$ cat src/rtl/note_period_table_mc.sv
// note_period_table_mc: multi-channel note-to-period converter.
// Top-octave table plus octave shift, shared by N_CH channels via round-robin.
module note_period_table_mc #(
  parameter int N_CH         = 4,
  parameter int NOTE_W       = 7,
  parameter int PER_W        = 16,
  parameter int NOTE_MIN     = 12,
  parameter int NOTE_MAX     = 119,
  parameter int RESET_PERIOD = 1804
) (
  input  logic                    clk,
  input  logic                    rstn,
  input  logic                    en,
  input  logic [N_CH-1:0]         req,
  input  logic [N_CH*NOTE_W-1:0]  note,
  output logic [N_CH-1:0]         ack,
  output logic [N_CH*PER_W-1:0]   period,
  output logic [N_CH-1:0]         upd,
  output logic [N_CH-1:0]         err,
  output logic                    busy
);

  localparam int RW = (N_CH > 1) ? $clog2(N_CH) : 1;
  localparam int SW = PER_W + 18;
  localparam logic [NOTE_W-1:0] NMIN = NOTE_W'(NOTE_MIN);
  localparam logic [NOTE_W-1:0] NMAX = NOTE_W'(NOTE_MAX);
  localparam logic [NOTE_W-1:0] TWELVE = NOTE_W'(12);

  typedef enum logic [1:0] {IDLE, DIV, CALC} state_t;

  state_t                      state_q, state_d;
  logic [RW-1:0]               rr_q, rr_d;
  logic [RW-1:0]               ch_q, ch_d;
  logic [NOTE_W-1:0]           d_q, d_d;
  logic [NOTE_W-1:0]           q_q, q_d;
  logic                        oor_q, oor_d;
  logic [N_CH-1:0][PER_W-1:0]  period_q, period_d;
  logic [N_CH-1:0]             err_q, err_d;
  logic [N_CH-1:0]             ack_q, ack_d;
  logic [N_CH-1:0]             upd_q, upd_d;

  logic                        gnt_found;
  logic [RW-1:0]               gnt_ch;
  logic [NOTE_W-1:0]           gnt_note;
  logic [SW-1:0]               sum;
  logic [SW-1:0]               rnd;
  logic [SW-1:0]               shifted;
  logic [PER_W-1:0]            calc_p;

  function automatic logic [16:0] tbl(input logic [3:0] i);
    case (i)
      4'd0:    tbl = 17'd48537;
      4'd1:    tbl = 17'd45812;
      4'd2:    tbl = 17'd43241;
      4'd3:    tbl = 17'd40814;
      4'd4:    tbl = 17'd38524;
      4'd5:    tbl = 17'd36361;
      4'd6:    tbl = 17'd34321;
      4'd7:    tbl = 17'd32394;
      4'd8:    tbl = 17'd30576;
      4'd9:    tbl = 17'd28860;
      4'd10:   tbl = 17'd27240;
      4'd11:   tbl = 17'd25711;
      default: tbl = 17'd0;
    endcase
  endfunction

  // round-robin pick: first requesting channel at or after rr
  always_comb begin
    int idx;
    idx       = 0;
    gnt_found = 1'b0;
    gnt_ch    = '0;
    for (int i = 0; i < N_CH; i++) begin
      idx = int'(rr_q) + i;
      if (idx >= N_CH) idx = idx - N_CH;
      if (!gnt_found && req[idx]) begin
        gnt_found = 1'b1;
        gnt_ch    = RW'(idx);
      end
    end
  end

  assign gnt_note = note[int'(gnt_ch)*NOTE_W +: NOTE_W];

  // table lookup and rounded octave shift
  always_comb begin
    sum     = SW'(tbl(d_q[3:0]));
    rnd     = (q_q == '0) ? '0 : (SW'(1) << (q_q - 1'b1));
    sum     = sum + rnd;
    shifted = sum >> q_q;
    calc_p  = shifted[PER_W-1:0];
  end

  // next-state and datapath control
  always_comb begin
    state_d  = state_q;
    rr_d     = rr_q;
    ch_d     = ch_q;
    d_d      = d_q;
    q_d      = q_q;
    oor_d    = oor_q;
    period_d = period_q;
    err_d    = err_q;
    ack_d    = '0;
    upd_d    = '0;
    unique case (state_q)
      IDLE: begin
        // no grant in the ack cycle: the finished requester still holds req
        if (en && gnt_found && ack_q == '0) begin
          ch_d    = gnt_ch;
          rr_d    = (int'(gnt_ch) == N_CH - 1) ? '0 : gnt_ch + RW'(1);
          oor_d   = (gnt_note < NMIN) || (gnt_note > NMAX);
          d_d     = gnt_note - NMIN;
          q_d     = '0;
          state_d = ((gnt_note < NMIN) || (gnt_note > NMAX)) ? CALC : DIV;
        end
      end
      DIV: begin
        if (d_q >= TWELVE) begin
          d_d = d_q - TWELVE;
          q_d = q_q + 1'b1;
        end else begin
          state_d = CALC;
        end
      end
      CALC: begin
        period_d[ch_q] = oor_q ? '0 : calc_p;
        err_d[ch_q]    = oor_q;
        ack_d[ch_q]    = 1'b1;
        upd_d[ch_q]    = 1'b1;
        state_d        = IDLE;
      end
      default: state_d = IDLE;
    endcase
  end

  // state and per-channel result registers
  always_ff @(posedge clk or negedge rstn) begin
    if (!rstn) begin
      state_q <= IDLE;
      rr_q    <= '0;
      ch_q    <= '0;
      d_q     <= '0;
      q_q     <= '0;
      oor_q   <= 1'b0;
      for (int i = 0; i < N_CH; i++) period_q[i] <= PER_W'(RESET_PERIOD);
      err_q   <= '0;
      ack_q   <= '0;
      upd_q   <= '0;
    end else begin
      state_q  <= state_d;
      rr_q     <= rr_d;
      ch_q     <= ch_d;
      d_q      <= d_d;
      q_q      <= q_d;
      oor_q    <= oor_d;
      period_q <= period_d;
      err_q    <= err_d;
      ack_q    <= ack_d;
      upd_q    <= upd_d;
    end
  end

  assign period = period_q;
  assign ack    = ack_q;
  assign upd    = upd_q;
  assign err    = err_q;
  assign busy   = (state_q != IDLE);

endmodule

$ cat config.mk
export PLATFORM = sky130hd
export DESIGN_NAME = note_period_table_mc
export DESIGN_NICKNAME = d
export VERILOG_FILES = /design/src/rtl/note_period_table_mc.sv
export SDC_FILE = /design/constraint.sdc
export NUM_CORES = 1
export LEC_CHECK = 0
export ABC_AREA = 1
export ABC_CLOCK_PERIOD_IN_PS = 5900
export BUFFER_PORTS_ARGS = -buffer_cell sky130_fd_sc_hd__buf_2
export CAP_MARGIN = 20
export CORE_ASPECT_RATIO = 2
export CORE_MARGIN = 2
export CORE_UTILIZATION = 59
export DETAILED_ROUTE_END_ITERATION = 8
export GPL_TIMING_DRIVEN = 0
export PLACE_DENSITY = 0.82
export SETUP_SLACK_MARGIN = 0.3
export SLEW_MARGIN = 20
export SYNTH_ARGS = -nofsm -noshare
export SYNTH_HDL_FRONTEND = slang
export SYNTH_SLANG_ARGS = --single-unit
$ cat constraint.sdc
create_clock -name clk -period 5.9 [get_ports clk]
set_input_delay 0.59 -clock clk [delete_from_list [all_inputs] [get_ports clk]]
set_output_delay 0.59 -clock clk [all_outputs]
set_load 0.01 [all_outputs]
Yosys cells after proc, flatten, opt, wreduce, memory -nomap -nowiden

Memory sizes are Yosys's and may differ from the RTL's.
Index checks and enable logic that the tools add are counted.

Add/subtract/negate cells: 13
$mul: 1
Divide/modulo/power cells: 0
Magnitude comparators: 13
Equality and inequality tests: 6
Shift-type cells: 3
Multiplexer cells: 44
Bitwise gates (word level): 0
Reduce and logical (&&, ||, !) cells: 18

Operators by type and width:

| operator                                                                             | number |
|---|---|
| 32-bit by 4-bit < comparator with 1-bit output (second input constant)               | 4 |
| 32-bit two-way mux                                                                   | 4 |
| 64-bit bitwise mux                                                                   | 1 |
| 17-bit by 34-bit adder with 34-bit output                                            | 1 |
| 34-bit two-way mux                                                                   | 1 |
| 1-bit by 7-bit << shifter with 34-bit output (first input constant)                  | 1 |
| 34-bit by 7-bit >> shifter with 16-bit output                                        | 1 |
| 16-bit demux with 2-bit select                                                       | 1 |
| 16-bit two-way mux                                                                   | 2 |
| 7-bit two-way mux                                                                    | 4 |
| 7-bit one-hot mux with 2 select lines                                                | 2 |
| 28-bit by 6-bit indexed part select with 7-bit output                                | 1 |
| 2-bit two-way mux                                                                    | 8 |
| 7-bit by 4-bit subtractor with 7-bit output (second input constant)                  | 2 |
| 1-bit two-way mux                                                                    | 13 |
| 3-bit by 3-bit subtractor with 4-bit output (second input constant)                  | 3 |
| 3-bit greater-or-equal comparator (second input constant)                            | 3 |
| 1-bit binary-select mux with 2-bit select                                            | 4 |
| 7-bit by 1-bit adder with 7-bit output (second input constant)                       | 1 |
| 7-bit by 4-bit greater-or-equal comparator with 1-bit output (second input constant) | 1 |
| 7-bit greater-than comparator (second input constant)                                | 1 |
| 7-bit zero test                                                                      | 1 |
| 7-bit by 4-bit < comparator with 1-bit output (second input constant)                | 1 |
| 7-bit by 1-bit subtractor with 7-bit output (second input constant)                  | 1 |
| 23 further kinds                                                                     | 36 |

Register bits after elaboration: 93
Latch bits: 0
Memory bits (writable): 0
Memory bits (read-only): 256
Logic and storage cells: 111
Memories kept: 1

Memory list:

| name            | words | bits a word | read ports | clocked after memory_dff | write ports | line | text |
|---|---|---|---|---|---|---|---|
| (no name shown) | 16    | 16          | 1          | 0                        | 0           | 51   | `case (i)` |

Depth between registers and ports, before layout

Gate-level depths: netlist of the first run.

Word-level depth: 22
Depth in mapped cells: 36
Gate-level depth less buffers: 32

Least setup slack after synthesis of the first run

Ideal clock, no wire load.

Kind: register to register
Start: reg q_q[1]
End: reg period_q, in the netlist period[0]
Setup time: 66 ps
Arrival time: 4205 ps
Setup slack: 1629 ps
Stages on the path, launching flop included: 33
Clock period less this slack: 4271 ps
Cells stage by stage: dfrtp_1 clkinv_1 clkbuf_1 buf_2 ha_1 nand3_1 nand2_1 nand2_1 inv_2 nand2_1 nor2_1 inv_1 clkbuf_1 nor2_1 ha_1 inv_1 fa_1 inv_1 nand2_1 nand3_1 nand3_1 nand2_1 xnor2_1 or2_2 nand3_1 nand3_1 nand3_1 nand2_1 nor2_1 nand2_1 nand2_2 nand3_1 nand2_1

Cells in the longest elaborated chain, start to end: 7

Ends and longest elaborated chain:

| what                                            | line | text |
|---|---|---|
| start, declared                                 | 35   | `logic [NOTE_W-1:0] q_q, q_d;` |
| start signal, assigned                          | 156  | `q_q <= q_d;` |
| 7-bit by 1-bit subtractor with 7-bit output     | 89   | `rnd = (q_q == '0) ? '0 : (SW'(1) << (q_q - 1'b1));` |
| 1-bit by 7-bit << shifter with 34-bit output    | 89   |  |
| 34-bit two-way mux                              | 89   |  |
| 17-bit by 34-bit adder with 34-bit output       | 90   | `sum = sum + rnd;` |
| 34-bit by 7-bit >> shifter with 16-bit output * | 91   | `shifted = sum >> q_q;` |
| 16-bit two-way mux *                            | 128  | `period_d[ch_q] = oor_q ? '0 : calc_p;` |
| 64-bit bitwise mux *                            | 128  |  |
| end signal, assigned                            | 158  | `period_q <= period_d;` |
| end, declared                                   | 37   | `logic [N_CH-1:0][PER_W-1:0] period_q, period_d;` |

Every way passes the cells marked *; elsewhere a longest branch is shown, timed or not.
A chain may end at the register's enable or synchronous reset.

Final worst setup path of the first run

Start: reg q_q[1]
End: reg period_q, in the netlist period[38]

Same word-level chain as after synthesis.

==> results by group, run 1 <==
Pwr
  • Combinational share of power: between 70% and 80%
  • Net Switching: about 3.4 mW
  • Clock power share: about a tenth
  • Internal Power: ~2.7 mW
  • Switching part of the total: a little under three fifths
  • PwrDens: ~710 nW/um^2
  • Reg power frac: between 15 and 20%
  • Worst VDD drop: slightly below 0.0005 V
  • Leak pwr: between 4 and 5 nW

Floorplanning
  • Core area: ~13,000 sq um
  • I/O Pins: around 110
  • Die Width: about 84 um
  • Die Area: about 14,000 sq um
  • Die Span Y: around 160 um
  • Rows: between 50 and 60
  • Initial core utilization: ~60%

Logic synthesis
  • Post-synth EDFFs: 0
  • Simple-Gate Fraction of Synth Area: around 40%
  • Asr flop ratio synth: 100%
  • #FFs+latches synth: just over 90
  • Netlist cell types: 54
  • Syn Inst Count: about 1.1k
  • XOR/XNOR share of the synthesized area: between 1 and 1.5%
  • Post-synth top area share: about 24%
  • Synth Area in Compound Gates: 13.3%
  • Proportion of synthesized area in mux cells: 0.133%
  • Synthesized Nets: between 1k and 1.5k
  • Post-synthesis area per instance: roughly 6.6 sq um
  • Synth warn: 0
  • Top cell type by total area after synthesis: dfrtp_1
  • Largest family of logic cells by synthesized area: simple AND/OR/NAND/NOR gates
  • Main flop type after synthesis: dfrtp_1
  • Sequential fraction of the synthesis area: 31.2%
  • Post-synthesis adder-cell area fraction: under 10%
  • Largest cells by area after synthesis: dfrtp_1, nand2_1, nand3_1
  • Syn Std Cell Area: ~7500 sq um

Min path
  • Hold crit path type: primary input to async pin

Route
  • DRC viols: 0
  • Vias/cell: just under 6
  • Avg WL per Cell: approximately 18 um
  • First drt pass iteration count: 5
  • Total number of vias: 8,195
  • DRT iter0 DRCs: between 400 and 500
  • Post-DRT Antenna Nets: 0
  • WL final: approximately 25 mm

Cells and area
  • Final net count: ~1.3k
  • Area delta synth->final: 15.2%
  • Fillers: around 1.2k
  • Footprint of the multi-input gates: 4560 sq um
  • Most frequent cells in the layout: nand2_1, nand3_1, buf_2, nor2_1, inv_1
  • Util after Layout: 69.3%
  • Share of cells above drive strength 1: between 10% and 20%
  • N_diodes: 0
  • Reg area: 2350 sq um
  • Commonest non-fill, non-tap cell in the layout: nand2_1

Global routing
  • Vias in the first global route: approximately 8.2k
  • Initial antenna violation count: 0
  • Total global routing track utilization: around 37%
  • Largest net degree at the start of global routing: 49
  • First-pass GRT wire length: between 40 and 50 mm
  • Grt total ovfl: 0

Placement
  • # port buffers: ~110
  • Dpl hpwl: 20.3 mm
  • Gpl congestion: about 1.1
  • Setup WS pre-CTS: just under 0.3 ns

Critical path
  • Worst path most repeated cell: nand2_1
  • Crit path kind: flip-flop to flip-flop
  • Startpoint Class: flip-flop
  • Setup crit end kind: flip-flop
  • Crit path largest cell delay: about 0.48 ns
  • Critical Path Source: q_q[1]
  • Reg-to-reg startpoint: q_q[1]
  • Crit path DAT: roughly 5.6 ns
  • Critical-path top delay cell: dfrtp_2
  • Delay-heaviest family, CP: simple AND/OR/NAND/NOR gates
  • Req. time, crit path: just over 6 ns
  • Worst path bufs/invs: 8
  • Critical path fanouts, max: 12

Timing
  • Fin crit share: 90.2%
  • Post-route setup slack: between 0.5 and 0.6 ns
  • Fin crit period: about 5.3 ns
  • Final max-slew violation count: 0
  • Worst-Margin Slew: around 0.74 ns
  • Setup Viol. Count Final: 0
  • Clk_skew: roughly 0.009 ns
  • RSZ-0062 raised after global routing: no
  • Fmax achieved: 188 MHz
  • Max-slew headroom: 50.5%
  • Hold WS: approximately 0.25 ns
  • Final hold violations: 0
  • Setup TNS: 0 ns

CTS
  • TritonCTS buffer count: 9
  • Clock buffer depth: 2
  • Worst-skew pair later-pin latency: approximately 0.34 ns
  • Cts hold-fix bufs: 0
  • Clk slew on worst S/H paths: around 0.070 ns
  • CTS sink count: 93
  • CTS tree: built
  • CTS H-tree lvls: 3
  • CTS root buf: clkbuf_16

Run
  • Maxcap violations: 0

Status
  • Status: complete, no violations
-- synth_stat cells (2+ instances only) --
cell type  number
buf_2          13
nand2_2        11
nand3_1       147
o21ai_1        40
o211ai_1       11
o21ai_0        53
nand2_1       360
nor2_1         90
dfrtp_1        73
a31oi_1         4
nand4_1        12
or2_1           3
a21oi_1        47
nor2_2          9
a21oi_2         2
inv_4           2
nor3_1          8
inv_2          10
o31ai_1         2
inv_1          87
or2_2           9
nor2_4          2
ha_1           32
nor4_1          4
xor2_1          7
o21a_1          3
nand3_2        11
or3_1           2
clkinv_1        2
xnor2_1         3
o21ai_2         3
buf_6           6
buf_1           3
buf_4           8
o22ai_1         3
a22oi_1         2
clkbuf_1       18
a21o_1          2
nor3_2          5
dfstp_2        20
-- path summary, 6_finish.rpt --
check / to / slack, ns / depth (start not counted)
min in group clk: period[3] / 0.47 / 2
max in group asynchronous: period[8] / 4.95 / 2
hold reg to reg: period[3] / 0.47 / 2
setup / recovery: period[38] / 0.58 / 30
hold / removal: rr_q[0] / 0.25 / 1
setup reg to reg: period[38] / 0.58 / 30
-- power by group through the flow --
stage	clock network (mW)	registers (mW)	logic (mW)
floorplan	0	1.17	2.96
global route	0.684	1.13	4.87
detailed placement	0	1.10	4.24
CTS	0.658	1.10	4.28
global placement	0	1.10	4.16
finish	0.655	1.10	4.40
-- timing repair --
action | in CTS | in global routing
resized for setup | 1 | 10
setup buffers | 0 | 0
hold endpoints to repair | 0 | 0
endpoints found under the setup margin | 6 | 59
-- layout make-up --
type	instances	area share, %
Buffer	48	3.24
Clock buffer	11	2.91
Clock inverter	5	1.04
Inverter	101	4.46
Multi-Input combinational cell	901	52.4
Sequential cell	93	27.1
Tap cell	150	2.16
Timing Repair Buffer	112	6.73
-- per-layer routing --
layer  global-route usage (%)  wire length (um)  up-vias
met5                        0                 0        -
met4                     30.9              2280        0
met3                     6.08              1080      124
met2                     68.9             13200      284
met1                     35.9              8650     3779
li1                         -                 -     4008
-- through the flow --
| step | area (sq um) | power (mW) | std cells |
|---|---|---|---|
| CTS | 8670 | 6.04 | 1421 |
| finish | 8700 | 6.15 | 1421 |
| floorplan | 7550 | 4.13 | 1143 |
| detailed placement | 8320 | 5.35 | 1405 |
| global placement | 8290 | 5.26 | 1404 |
| global route | 8700 | 6.69 | 1421 |
-- worst reg2reg max path, delay by kind of cell, from the launching register on --
family / cells / cell delay [ns]
flip-flops: 1 / 0.48
AO/OA/AOI/OAI: 3 / 0.51
adder cells (fa/ha/maj): 3 / 0.84
AND/OR/NAND/NOR: 15 / 1.89
XOR/XNOR: 1 / 0.22
buffers and inverters: 8 / 1.31
-- registers in the layout, summed over array words and instances (netlist names) --
name     flops
oor_q        1
d_q          7
upd          4
rr_q         2
state_q      2
ch_q         2
q_q          7
period      64
err          4
-- cell families after synthesis --
logic type	count (synthesis)
and+or+nand+nor	678
adders and majority gates	33
AOI/OAI and AO/OA	179
xor gates and xnor gates	10
buffers and inverters	149
muxes	1
DFF	93
Note: power is estimated with default switching activity, not from simulation.
==> run 2, diff against run 1 <==
--- a/config.mk
+++ b/config.mk
@@ -7,7 +7,7 @@
 export LEC_CHECK = 0
 export ABC_AREA = 1
 export ABC_CLOCK_PERIOD_IN_PS = 5900
-export BUFFER_PORTS_ARGS = -buffer_cell sky130_fd_sc_hd__buf_2
+export BUFFER_PORTS_ARGS = -buffer_cell sky130_fd_sc_hd__buf_4
 export CAP_MARGIN = 20
 export CORE_ASPECT_RATIO = 2
 export CORE_MARGIN = 2
==> run 2 against run 1 <==
Against the previous run: total power hardly changed; routed wire length up 0.27%; clock skew hardly changed; critical path depth grew 4; cell area grew 2.2%; sequential share of layout area is 0.59 points lower; clock power down 16%; sequential cell count unchanged; worst hold slack improved by 0.037 ns; worst setup slack gained 0.062 ns; fmax increased by 1.2%; largest power group unchanged.
==> results by group, run 2 (synthesized netlist as in run 1, its figures left out) <==
CTS
  • Cts hold-fix bufs: 0
  • CTS sink count: between 90 and 100
  • CTS tree: built
  • Setup Buffers After CTS: 0
  • Clock buffer depth: 2
  • CTS H-tree lvls: 3
  • CTS root buf: clkbuf_16
  • Worst-skew pair later-pin latency: around 0.35 ns
  • Clk slew on worst S/H paths: approximately 0.070 ns
  • TritonCTS buffer count: 9

Floorplanning
  • Core area: roughly 13,000 sq um
  • Rows: 58
  • Die Area: about 14,000 sq um
  • Initial core utilization: 60.1%
  • Die Width: 84.0 um
  • Die Span Y: 164 um
  • I/O Pins: around 110

Run
  • Maxcap violations: 0

Critical path
  • Setup crit end kind: flip-flop
  • Worst-case reg-to-reg path depth: 34
  • Crit path kind: flip-flop to flip-flop
  • Startpoint Class: flip-flop
  • Delay-heaviest family, CP: simple AND/OR/NAND/NOR gates
  • Worst path most repeated cell: nand2_1
  • Critical-path top delay cell: dfrtp_1
  • Worst path bufs/invs: 9
  • Critical path fanouts, max: 12
  • Crit path largest cell delay: ~0.43 ns
  • Req. time, crit path: between 6 and 7 ns
  • Critical path depth: 34
  • Crit path DAT: between 5 and 6 ns

Route
  • DRC viols: 0
  • WL final: about 25 mm
  • First drt pass iteration count: 5
  • Avg WL per Cell: ~18 um
  • Total number of vias: 8,225
  • DRT iter0 DRCs: 624
  • Post-DRT Antenna Nets: 0
  • Vias/cell: just under 6

Placement
  • Gpl congestion: 1.08
  • # port buffers: between 100 and 150
  • Dpl hpwl: around 20 mm
  • Setup WS pre-CTS: about 0.27 ns

Cells and area
  • Most frequent cells in the layout: nand2_1, nand3_1, buf_4, nor2_1, inv_1
  • N_diodes: 0
  • Max reg flops: between 60 and 70
  • Util after Layout: a little over two thirds
  • Area delta synth->final: 17.7%
  • Share of cells above drive strength 1: 19.5%
  • Final net count: roughly 1.3k
  • Commonest non-fill, non-tap cell in the layout: nand2_1

Pwr
  • Worst VDD drop: around 0.00048 V
  • Leak pwr: 4.64 nW
  • Power Total: 6.15 mW
  • PwrDens: 692 nW/um^2

Global routing
  • Grt total ovfl: 0
  • Vias in the first global route: 7,916
  • Largest net degree at the start of global routing: between 50 and 60
  • Initial antenna violation count: 0
  • Total global routing track utilization: 36.7%
  • First-pass GRT wire length: 39.6 mm

Timing
  • Post-route setup slack: approximately 0.64 ns
  • RSZ-0062 raised after global routing: no
  • Fmax achieved: 190 MHz
  • Hold WS: roughly 0.28 ns
  • Max-slew headroom: between 50% and 60%
  • Fin crit period: approximately 5.3 ns
  • Final hold violations: 0
  • Setup Viol. Count Final: 0
  • Worst-Margin Slew: between 0.7 and 0.8 ns
  • Fin crit share: a little under 90%
  • Final max-slew violation count: 0
  • Setup TNS: 0 ns
  • Clk_skew: 0.00892 ns

Min path
  • Hold crit path type: primary input to async pin

Status
  • Status: complete, no violations
run 2: cell count changes in the layout (fill, tap and decap cells not counted), sizes merged:
cell	previous run	this run
clkinv	1	3
clkbuf	29	28
buf	142	143
bufinv	2	0
run 2: report_power, final:
part / total, mW / internal (mW) / switching (mW) / leakage (nW)
sequential: 1.12 / 0.930 / 0.186 / 1.16
clock: 0.551 / 0.288 / 0.263 / 0.130
combinational: 4.48 / 1.51 / 2.97 / 3.35
total: 6.15 / 2.73 / 3.42 / 4.64
run 2: per-layer routing:
metal	vias up	wire [um]	GRT usage (%)
li1	4011	-	-
met4	0	1990	27.5
met5	-	0	0
met2	340	13600	69.7
met3	102	1080	3.77
met1	3772	8630	35.6
run 2: repair_timing:
action                                  in CTS  in global routing
gates resized for setup                      1                 12
endpoints found under the setup margin       8                 64
endpoints found under the hold margin        0                  0
run 2: worst paths after layout:
kind / end / slack [ns] / startpoint
worst max register to register: period[38] / 0.64 / q_q[0]
min in group clk: period[41] / 0.47 / period[41]
worst max-delay path: period[38] / 0.64 / q_q[0]
max in group asynchronous: period[56] / 4.90 / rstn
worst min-delay path: upd[2] / 0.28 / rstn
worst min register to register: period[41] / 0.47 / period[41]
run 2: metrics by stage:
stage	cells	instance area, sq um
global route	1421	8890
finish	1421	8890
global placement	1404	8570
detailed placement	1405	8590
floorplan	1143	7550
CTS	1421	8860
run 2: cell type report:
cell class	instances	area, sq um
Buffer	48	280
Timing Repair Buffer	112	853
Clock buffer	11	233
Fill cell	1137	3660
Multi-Input combinational cell	901	4560
Inverter	101	390
Clock inverter	5	35.0
Tap cell	150	188
Sequential cell	93	2350
==> run 3, diff against run 2 <==
--- a/config.mk
+++ b/config.mk
@@ -5,7 +5,7 @@
 export SDC_FILE = /design/constraint.sdc
 export NUM_CORES = 1
 export LEC_CHECK = 0
-export ABC_AREA = 1
+export ABC_AREA = 0
 export ABC_CLOCK_PERIOD_IN_PS = 5900
 export BUFFER_PORTS_ARGS = -buffer_cell sky130_fd_sc_hd__buf_4
 export CAP_MARGIN = 20
==> run 3 against run 2 <==
Against the previous run: final cell count shrank 13%; sequential power shrank 4%; largest cell class unchanged; fmax fell by 2.9%; cell area increased by 4.6%; clock skew rose by 0.0057 ns; first-iteration DRC count is 7.2% higher; global-route usage is 1.5 points higher; non-clock buffer count is 31 higher; via count is 2.7% lower; routed wire length grew 5.1%; worst hold slack improved by 0.0090 ns.
==> results by group, run 3 <==
Cells and area
  • Cell area after layout: 9300 sq um
  • Share of cells above drive strength 1: around 24%
  • Area delta synth->final: 24.7%
  • Footprint of the multi-input gates: 5050 sq um
  • Most frequent cells in the layout: nand2_1, buf_4, nor2_1, dfrtp_1, o21ai_0
  • Max reg flops: 64
  • Commonest non-fill, non-tap cell in the layout: nand2_1
  • Util after Layout: 74.5%
  • Fillers: 1,022
  • Final net count: around 1.2k
  • Reg area: approximately 2400 sq um
  • N_diodes: 0

Floorplanning
  • Rows: 58
  • Die Area: 13,600 sq um
  • I/O Pins: 112
  • Die Width: between 80 and 90 um
  • Core area: 12,500 sq um
  • Die Span Y: ~160 um
  • Initial core utilization: between 50% and 60%

Logic synthesis
  • Post-synth EDFFs: 0
  • Post-synthesis area per instance: ~7.9 sq um
  • Sequential fraction of the synthesis area: 31.5%
  • Largest cells by area after synthesis: dfrtp_1, nand2_1, dfstp_2
  • Post-synth top area share: 24.5%
  • Synthesized Nets: around 1k
  • Count leader, synth: nand2_1
  • Syn Inst Count: approximately 940
  • Asr flop ratio synth: 100%
  • #FFs+latches synth: between 90 and 100
  • Top cells by count, synth: nand2_1, nor2_1, o21ai_0
  • Synth warn: 0
  • Main flop type after synthesis: dfrtp_1
  • Netlist cell types: 81
  • Syn Std Cell Area: around 7500 sq um
  • Top cell type by total area after synthesis: dfrtp_1

Critical path
  • Crit path DAT: between 5 and 6 ns
  • Critical path fanouts, max: 12
  • Delay-heaviest family, CP: compound AO/OA/AOI/OAI gates
  • Critical-path top delay cell: dfrtp_2
  • Worst path bufs/invs: 7
  • Crit path largest cell delay: about 0.45 ns
  • Req. time, crit path: between 6 and 7 ns
  • Crit path kind: flip-flop to flip-flop
  • Startpoint Class: flip-flop
  • Setup crit end kind: flip-flop
  • CP Cell Sequence: buf_6, clkbuf_4, inv_4, buf_6, buf_12, ha_1, clkbuf_1, o21ai_1, nor2_1, inv_1, fa_1, nor2b_2, o21ai_0, a21o_1, a211oi_4, mux2i_2, o21ai_0, a31oi_2, a22oi_2, a21o_2, mux2_1

Timing
  • Fmax achieved: 185 MHz
  • Fin crit share: 91.8%
  • Max-slew headroom: a little under half
  • Final hold violations: 0
  • Final max-slew violation count: 0
  • RSZ-0062 raised after global routing: no
  • Setup Viol. Count Final: 0
  • Clk_skew: 0.0146 ns
  • Setup TNS: 0 ns
  • Fin crit period: approximately 5.4 ns
  • Worst-Margin Slew: roughly 0.82 ns
  • Post-route setup slack: between 0.4 and 0.5 ns

Global routing
  • Grt total ovfl: 0
  • Vias in the first global route: 7,767
  • Initial antenna violation count: 0
  • Total global routing track utilization: about two fifths
  • Largest net degree at the start of global routing: 94
  • First-pass GRT wire length: approximately 41 mm

CTS
  • TritonCTS buffer count: 9
  • Clk slew on worst S/H paths: roughly 0.080 ns
  • CTS sink count: 93
  • Worst-skew pair later-pin latency: 0.35 ns
  • Clock buffer depth: 2
  • CTS H-tree lvls: 3
  • Cts hold-fix bufs: 0
  • CTS root buf: clkbuf_16
  • CTS tree: built

Pwr
  • Leak pwr: about 4.1 nW
  • PwrDens: ~600 nW/um^2
  • Worst VDD drop: about 0.00037 V

Route
  • Avg WL per Cell: around 21 um
  • Total number of vias: between 7k and 8k
  • WL final: 26.5 mm
  • First drt pass iteration count: 8
  • DRC viols: 0
  • Post-DRT Antenna Nets: 0
  • Vias/cell: between 6 and 7
  • DRT iter0 DRCs: 669

Placement
  • Dpl hpwl: around 20 mm
  • Dpl cell area: ~8500 sq um
  • Setup WS pre-CTS: -1.58 ns
  • # port buffers: between 100 and 150
  • Gpl congestion: 1.14

Run
  • Maxcap violations: 0

Min path
  • Hold crit path type: primary input to async pin

Status
  • Status: complete, no violations
==> run 3: cell count changes after synthesis, sizes merged, moves of 11 or more <==
cell	delta
a211oi	+12
and2	+11
buf	-13
clkbuf	+28
inv	-69
mux2	+16
mux2i	+25
nand2	-223
nand3	-140
nor2	-22
nor2b	+11
nor3	+20
o31ai	+11
xnor2	+18
==> run 3: power breakdown <==
group	internal, mW	total (mW)	leakage [nW]	switching (mW)
Sequential	0.905	1.08	1.17	0.171
Combinational	1.48	3.89	2.79	2.41
Clock	0.304	0.594	0.151	0.289
Total	2.69	5.56	4.11	2.87
==> run 3: cells by family (layout without fill, tap and decap cells) <==
group                      count (synthesis)  count (layout)  synth area share [%]
and+or+nand+nor                          360             360                  22.3
AOI/OAI and AO/OA                        283             283                  24.4
buffers and inverters                     94             238                  5.11
DFF                                       93              93                  31.5
muxes                                     45              45                  6.81
xor gates and xnor gates                  36              36                  4.23
adders and majority gates                 33              33                  5.63
==> run 3: area by class of cell <==
cell class	instances	area share, %
inverters	31	1.30
multi-input cells	757	54.3
repair buffers	128	10.4
well taps	150	2.02
flip-flops and latches	93	25.3
clock inverters	7	0.928
clock buffers	9	2.42
plain buffers	63	3.34
==> run 3: metrics by stage <==
step	hold slack, ns	std cells	power, mW
floorplan	0.294	944	3.33
global placement	0.453	1205	4.42
detailed placement	0.456	1205	4.47
CTS	0.467	1229	5.25
global route	0.381	1238	5.87
finish	0.292	1238	5.56
==> run 3: worst paths after layout <==
check,start,end,slack [ns],cells past startpoint
max reg2reg,q_q[0],period[16],0.48,21
min in group clk,period[57],period[57],0.46,2
max in group asynchronous,rstn,period[31],5.03,1
min reg2reg,period[57],period[57],0.46,2
min,rstn,state_q[1],0.29,1
max,q_q[0],period[16],0.48,21
==> run 3: repair_timing <==
item                       in CTS  in global routing
pin swaps                       7                 14
setup buffers                   8                  9
setup endpoints to repair      64                 64
gates resized for setup        51                 42
==> run 3: routing by layer <==
layer  GRT usage (%)  vias up  wire length, um
met3            3.79      144             1530
met2            71.6      447            13800
met4            26.5        0             2160
li1                -     3667                -
met5               0        -                0
met1            39.3     3741             9050
